--- src/rtl/l2_mshr_alloc.sv ---
// L2 MSHR allocator: lowest-free index grant, set-conflict wait, l2_regs triggers.
// Optional L2_MSHR_OCC_STATS_EN adds occ_hwm (peak valid-entry count).
module l2_mshr_alloc #(
    parameter int N_MSHR    = 8,
    parameter int MSHR_BITS = 3,
    parameter int SET_BITS  = 9
) (
    input  logic                 clk,
    input  logic                 rst,
    input  logic                 req_valid,
    output logic                 req_ready,
    input  logic [SET_BITS-1:0]  req_set,
    input  logic                 rel_valid,
    input  logic [MSHR_BITS-1:0] rel_i,
    output logic                 add_mshr_entry,
    output logic                 incr_mshr_cnt,
    output logic [MSHR_BITS-1:0] mshr_i,
    output logic                 set_set_conflict,
    output logic                 clr_set_conflict,
    output logic                 mshr_full,
`ifdef L2_MSHR_OCC_STATS_EN
    output logic [MSHR_BITS:0]   occ_hwm,
`endif
    output logic                 rel_err
);

    typedef enum logic {IDLE, CONFL} state_t;

    state_t               r_state;
    logic [N_MSHR-1:0]    r_vld;
    logic [SET_BITS-1:0]  r_set_q [N_MSHR];
    logic [SET_BITS-1:0]  r_cnf_set;
    logic                 r_rel_err;

    logic [SET_BITS-1:0]  w_cmp_set;
    logic                 w_hit;
    logic [MSHR_BITS-1:0] w_idx;
    logic                 w_full;
    logic                 w_rel_ok;
    logic                 w_rel_bad;
    logic                 w_fire;
    logic                 w_set_p;
    logic                 w_clr_p;

    // While waiting, the conflict is tracked against the captured set.
    always_comb begin
        w_cmp_set = (r_state == CONFL) ? r_cnf_set : req_set;
        w_hit     = 1'b0;
        w_idx     = '0;
        for (int k = 0; k < N_MSHR; k++) begin
            if (r_vld[k] && r_set_q[k] == w_cmp_set) w_hit = 1'b1;
        end
        for (int k = N_MSHR - 1; k >= 0; k--) begin
            if (!r_vld[k]) w_idx = MSHR_BITS'(k);
        end
    end

    assign w_full    = &r_vld;
    assign w_rel_ok  = rst && rel_valid && r_vld[rel_i];
    assign w_rel_bad = rst && rel_valid && !r_vld[rel_i];
    assign w_fire    = rst && req_valid && !w_full && !w_hit
                       && (r_state == IDLE);
    assign w_set_p   = rst && (r_state == IDLE) && req_valid && w_hit;
    assign w_clr_p   = rst && (r_state == CONFL) && (!req_valid || !w_hit);

    assign req_ready        = w_fire;
    assign add_mshr_entry   = w_fire && !w_rel_ok;
    assign incr_mshr_cnt    = w_rel_ok && !w_fire;
    assign mshr_i           = rst ? w_idx : '0;
    assign set_set_conflict = w_set_p;
    assign clr_set_conflict = w_clr_p;
    assign mshr_full        = rst && w_full;
    assign rel_err          = rst && r_rel_err;

    always_ff @(posedge clk) begin
        if (!rst) begin
            r_vld     <= '0;
            r_state   <= IDLE;
            r_cnf_set <= '0;
            r_rel_err <= 1'b0;
        end else begin
            // Grant index is free and release index is valid: never equal.
            if (w_rel_ok) r_vld[rel_i] <= 1'b0;
            if (w_fire) r_vld[w_idx] <= 1'b1;
            if (w_rel_bad) r_rel_err <= 1'b1;
            case (r_state)
                IDLE: begin
                    if (w_set_p) begin
                        r_state   <= CONFL;
                        r_cnf_set <= req_set;
                    end
                end
                CONFL: begin
                    if (w_clr_p) r_state <= IDLE;
                end
                default: r_state <= IDLE;
            endcase
        end
    end

    always_ff @(posedge clk) begin
        if (w_fire) r_set_q[w_idx] <= req_set;
    end

`ifdef L2_MSHR_OCC_STATS_EN
    logic [MSHR_BITS:0] r_hwm;
    logic [MSHR_BITS:0] w_occ;

    assign w_occ   = (MSHR_BITS+1)'($countones(r_vld));
    assign occ_hwm = rst ? r_hwm : '0;

    always_ff @(posedge clk) begin
        if (!rst) r_hwm <= '0;
        else if (w_occ > r_hwm) r_hwm <= w_occ;
    end
`endif

endmodule

--- config.mk ---
export PLATFORM = sky130hd
export DESIGN_NAME = l2_mshr_alloc
export DESIGN_NICKNAME = d
export VERILOG_FILES = /design/src/rtl/l2_mshr_alloc.sv
export SDC_FILE = /design/constraint.sdc
export NUM_CORES = 1
export LEC_CHECK = 0
export CAP_MARGIN = 20
export CORE_AREA = 2 2 89 100
export DETAILED_ROUTE_END_ITERATION = 12
export DIE_AREA = 0 0 91 102
export PLACE_DENSITY = 0.8
export SKIP_LAST_GASP = 1
export SYNTH_ARGS = -nofsm -noshare
export SYNTH_HDL_FRONTEND = slang
export SYNTH_SLANG_ARGS = --single-unit
--- constraint.sdc ---
create_clock -name clk -period 3.2 [get_ports clk]
set_clock_uncertainty 0.15 [all_clocks]
set_input_delay 0.64 -clock clk [delete_from_list [all_inputs] [get_ports clk]]
set_output_delay 0.64 -clock clk [all_outputs]
set_load 0.005 [all_outputs]
# Yosys cells after proc, flatten, opt, wreduce, memory -nomap -nowiden
# Memory sizes are Yosys's and may differ from the RTL's.
# Index checks and enable logic that the tools add are counted.
word_totals:
  reg_bits: 19
  mem_bits_rw: 72
  memories: 1
memory_table:
  columns: ["memory", "depth", "word_bits", "rd", "rd_ports_with_merged_regs", "wr", "line_no", "rtl"]
  rows:
  - ["r_set_q", 8, 9, 8, 0, 1, "31", "logic [SET_BITS-1:0] r_set_q [N_MSHR];"]
op_classes:
  order_cmp: 4
  n_eq_ne: 8
  muxes: 32
  bitwise: 4
  n_reduce_logical: 35
op_table:
  columns: ["operator", "n"]
  rows:
  - ["$eq A9 B9 Y1", 8]
  - ["$mux W3", 9]
  - ["$logic_and A1 B1 Y1", 26]
  - ["$mux W8", 3]
  - ["$mux W1", 15]
  - ["$mux W9", 1]
  - ["$and A8 B8 Y8", 1]
  - ["$lt A3 B4 Y1 const B", 2]
  - ["$not A8 Y8", 1]
  - ["$or A8 B8 Y8", 1]
  - ["$reduce_and A8 Y1", 1]
  - ["$demux W1 S3", 2]
  - ["$ge A3 B1 Y1 const B", 2]
  - ["$logic_not A1 Y1", 6]
  - ["$bmux W1 S3", 1]
  - ["$pmux W1 S2", 1]
  - ["$reduce_and A2 Y1", 1]
  - ["$logic_or A1 B1 Y1", 1]
  - ["$not A1 Y1", 1]

# Logic depth before layout (Yosys ltp)
depth:
  word_depth: 16
  ltp_mapped: 11

# Worst setup path after synthesis
# Ideal clock, no wire load.
synth_path:
  path_kind: "flip-flop to flip-flop"
  startpoint: "register r_state"
  endpoint: "memory r_set_q[3][0] (enable)"
  setup_ns: 0.399
  arrival_ns: 3.020
  required_time_ns: 2.651
  setup_slack_ns: -0.369
  path_stages_with_launch: 12
  n_path_buf: 3
  synth_period_minus_slack_ns: 3.569
  cell_sequence: "dfxtp_1 buf_6 buf_8 mux2i_4 xnor2_1 nor4_1 nand4_1 o41ai_2 nor3_2 o211ai_2 buf_4 nor4_1"
synth_between:
  elab_chain_cells: 16
  word_cells_on_any_way: 31
  cone_classes: "8 x eq/ne; 11 x mux; 1 x bitwise; 11 x reduce/logical"
synth_rtl:
  columns: ["element", "line_no", "rtl"]
  rows:
  - ["start, declared", "29", "state_t r_state;"]
  - ["start signal, assigned", "78", "r_state <= IDLE;"]
  - ["start signal, assigned", "89", "r_state <= CONFL;"]
  - ["start signal, assigned", "94", "if (w_clr_p) r_state <= IDLE;"]
  - ["$mux W9", "47", "w_cmp_set = (r_state == CONFL) ? r_cnf_set : req_set;"]
  - ["$eq A9 B9 Y1", "51", "if (r_vld[k] && r_set_q[k] == w_cmp_set) w_hit = 1'b1;"]
  - ["$logic_and A1 B1 Y1", "51", null]
  - ["$mux W1 (8 in series)", "51", null]
  - ["$logic_not A1 Y1", "61", "assign w_fire = rst && req_valid && !w_full && !w_hit"]
  - ["$logic_and A1 B1 Y1", "61", null]
  - ["$logic_and A1 B1 Y1 *", "62", "&& (r_state == IDLE);"]
  - ["$mux W1 *", "102", "if (w_fire) r_set_q[w_idx] <= req_set;"]
  - ["$mux W1 (not written as such) *", "102", null]
  - ["end, declared", "31", null]
# Every way passes the cells marked *; elsewhere a longest branch is shown, timed or not.

# Final worst setup path
layout_path:
  startpoint: "register r_state"
  endpoint: "output port incr_mshr_cnt"
layout_between:
  elab_chain_cells: 16
  word_cells_on_any_way: 31
  cone_classes: "8 x eq/ne; 9 x mux; 1 x bitwise; 13 x reduce/logical"
layout_rtl:
  columns: ["element", "line_no", "rtl"]
  rows:
  - ["$mux W9", "47", null]
  - ["$eq A9 B9 Y1", "51", null]
  - ["$logic_and A1 B1 Y1", "51", null]
  - ["$mux W1 (8 in series)", "51", null]
  - ["$logic_not A1 Y1", "61", null]
  - ["$logic_and A1 B1 Y1", "61", null]
  - ["$logic_and A1 B1 Y1 *", "62", null]
  - ["$logic_not A1 Y1 *", "68", "assign incr_mshr_cnt = w_rel_ok && !w_fire;"]
  - ["$logic_and A1 B1 Y1 *", "68", null]
  - ["end, declared", "16", "output logic incr_mshr_cnt,"]
# Marks and branches as above.

==> summary.md <==
| Metric | Value |
|---|---|
| Area contributors post-synth | `edfxtp_1 51%, xnor2_1 11%, dfxtp_1 8.9%` |
| Worst EP arrival | `2.98 ns` |
| Final Power | `0.002502 W` |
| TritonCTS clock tree | `built` |
| Final hold vios | `0` |
| H-tree depth | `3` |
| Die area | `9282 um^2` |
| Worst-Skew Late Latency | `0.38 ns` |
| Total number of vias | `3373` |
| GRT Overall Usage | `0.2623` |
| Detail Route Antenna Nets | `0` |
| Drt pass-1 iters | `5` |
| Worst EP required | `2.41 ns` |
| Starting Density | `0.5173` |
| Die extent in x | `91 um` |
| Post-synthesis sequential element count | `91` |
| Placeable Area | `8233 um^2` |
| DRC errors left | `0` |
| Area grow syn2layout | `37.28%` |
| WL/cell | `25.19 um` |
| Drt total wl | `13480 um` |
| P per Cell Area | `428.0 nW/um^2` |
| Clock power frac | `0.358` |
| Vert. Die Dim | `102 um` |
| Worst Setup End Kind | `output pin` |
| Crit Path Max Fanout | `5` |
| Largest net degree at the start of global routing | `21` |
| Final worst-path cycle share | `1.178` |
| Startpoint Class | `flip-flop` |
| Vias in the first global route | `3161` |
| Sum Neg Setup Slack | `-7.213 ns` |
| Net Sw Frac | `0.2517` |
| Share of the synthesized area in the top cell type | `0.5076` |
| Vias per cell | `6.305` |
| Status | `finished with violations` |
| Port Buffers | `25` |
| Minimum clock period | `3.769 ns` |
| Critical path buffers and inverters | `5` |
| Clock sink count | `91` |
| Seq/Total Area, Yosys | `0.5969` |
| Hold slack | `0.3501 ns` |
| Total CTS buffers | `9` |
| Antenna violations before repair | `0` |
| Slew at the pin closest to its max-slew limit | `0.4462 ns` |
| HP Class | `reg2reg` |
| Final slew viol count | `0` |
| Cell taking the most area after synthesis | `edfxtp_1` |
| Final setup vio count | `60` |
| Netlist cell types | `41` |
| Mean Syn Cell Area | `13.31 um^2` |
| Kind of critical path | `reg2out` |
| Failing checks | `setup timing` |
| Utilization after layout | `0.7102` |
| Slew headroom | `0.7025` |
| First-pass GRT wire length | `17810 um` |
| Worst path max stage delay | `0.41 ns` |
| Layout net count | `435` |
| Clk buf depth | `2` |
| Starting DRC count in detailed routing | `286` |
| Synthesized Nets | `336` |
| Mapped cell area | `4259 um^2` |
| # IOs | `26` |
| Leak | `2.036 nW` |
| Placer congestion estimate | `0.8918` |
| RSZ-0062 raised after global routing | `yes` |
| Final HPWL DP | `6960 um` |
| Post-Syn Instances | `320` |
| Crit path cell chain | `buf_12, mux2i_4, buf_6, buf_8, xnor2_4, nor4_2, nand4_1, nand4_1, nor3_4, o211ai_2, buf_6, and2_1, buf_2` |
| Net Switching | `0.0006297 W` |
| Fill cell count | `495` |
| CTS root buf | `clkbuf_8` |
| Share of layout cells above drive strength 1 | `0.3514` |
| Maxcap violations | `0` |
| Internal | `0.001873 W` |
| Seq pwr share | `0.519` |
| # diodes | `0` |
| Rows | `35` |
| Comb pwr share | `0.123` |
| CTS hold repair buffers | `0` |
| Max Clk Rate | `0.2653 GHz` |
| Worst-path clk slew | `0.09 ns` |
| VDD IR max | `0.4467 mV` |
| Synth warnings | `0` |
| Slowest stage cell, crit path | `dfxtp_4` |
| Crit-path leading delay family | `simple AND/OR/NAND/NOR gates` |
| Global route total overflow | `0` |
| Worst Slack Setup Final | `-0.5686 ns` |
logic make-up after synthesis:
family | count (synthesis) | synth area share
AND/OR/NAND/NOR | 91 | 0.1093
flip-flops | 91 | 0.5969
buffers and inverters | 18 | 0.02321
multiplexers | 18 | 0.06874
AO/OA/AOI/OAI | 30 | 0.05376
XOR/XNOR | 72 | 0.1481
placed cells by master, fill, tap and decap left out, types with 7 or more instances in the layout:
| master | Yosys | layout |
|---|---|---|
| edfxtp_1 | 72 | 72 |
| buf_4 | 1 | 46 |
| xnor2_1 | 53 | 37 |
| nand2_1 | 32 | 31 |
| buf_6 | 2 | 24 |
| xor2_1 | 19 | 18 |
| dfxtp_1 | 19 | 18 |
| nand4_1 | 12 | 12 |
| xnor2_2 | 0 | 12 |
| clkdlybuf4s50_1 | 0 | 11 |
| nor2_1 | 10 | 10 |
| mux2i_4 | 9 | 9 |
| nor4_2 | 0 | 9 |
| mux2i_1 | 9 | 9 |
| clkbuf_8 | 0 | 9 |
| dlygate4sd2_1 | 0 | 9 |
| nor3_4 | 0 | 7 |
| o211ai_1 | 7 | 7 |
sequential cells by signal, summed over array words and instances, names as in the netlist:
| signal | count |
|---|---|
| r_vld | 8 |
| r_rel_err | 1 |
| r_state | 1 |
| r_set_q | 72 |
| r_cnf_set | 9 |
per-layer routing:
metal | up-vias | track usage | wire, um
li1 | 1380 | - | -
met1 | 1657 | 0.3051 | 4757
met2 | 262 | 0.4695 | 6750
met3 | 74 | 0.04351 | 1025
met4 | 0 | 0.1422 | 941
met5 | - | 0 | 0
Yosys cell counts (all sizes together):
cell	n
edfxtp	72
xnor2	53
nand2	32
dfxtp	19
xor2	19
mux2i	18
nor4	14
nand4	12
nor2	10
clkbuf	8
nor3	8
o211ai	8
buf	5
inv	5
o21ai	5
o31ai	4
a21oi	3
and2	3
nand2b	3
o41ai	3
nand3	2
nand3b	2
o311ai	2
or2	2
a21boi	1
a21o	1
a221oi	1
a311o	1
a311oi	1
and3	1
nor3b	1
or3	1
metrics by stage:
step                setup WS (ns)  cell area (um^2)  instances
finish                    -0.5686              5847        535
global route              -0.6242              5847        535
CTS                       -0.3780              5712        533
detailed placement        -0.9460              5060        501
global placement          -0.8433              5060        501
floorplan                 -0.1569              4265        320
layout make-up:
type                    instances  area (um^2)  area share
clock buffers                   9        123.9     0.02119
clock inverters                 7        98.84     0.01691
inverters                       5        18.77    0.003210
multi-input cells             211         1952      0.3338
flip-flops and latches         91         2546      0.4355
well taps                     111        138.9     0.02375
repair buffers                101        968.4      0.1656
tightest hold or removal path: stages, from the launching register on:
cell and delay (ns):
dfxtp_1 0.34, nand2_1 0.06, mux2i_1 0.05
worst paths after layout:
path,cells after the start,startpoint,to,slack (ns)
worst max-delay path,13,r_state,incr_mshr_cnt,-0.57
worst min-delay path,2,r_cnf_set[6],r_cnf_set[6],0.35
worst max register to register,15,r_state,r_set_q[6][5],-0.17
worst min register to register,2,r_cnf_set[6],r_cnf_set[6],0.35
power groups by stage:
stage          combinational (W)  sequential (W)  clock (W)
2_1_floorplan           0.000112         0.00132          0
3_3_place_gp            0.000232         0.00132          0
3_5_place_dp            0.000238         0.00132          0
4_1_cts                 0.000274         0.00130   0.000861
5_1_grt                 0.000320         0.00130   0.000932
6_report                0.000307         0.00130   0.000897
what timing repair did:
action | 4_1_cts | 5_1_grt
endpoints found under the setup margin | 69 | 60
gates cloned | 4 | 2
setup buffers | 16 | 2
resized for setup | 85 | 35
pin swaps | 25 | 8
No activity file was read; power rests on OpenSTA's default activity.
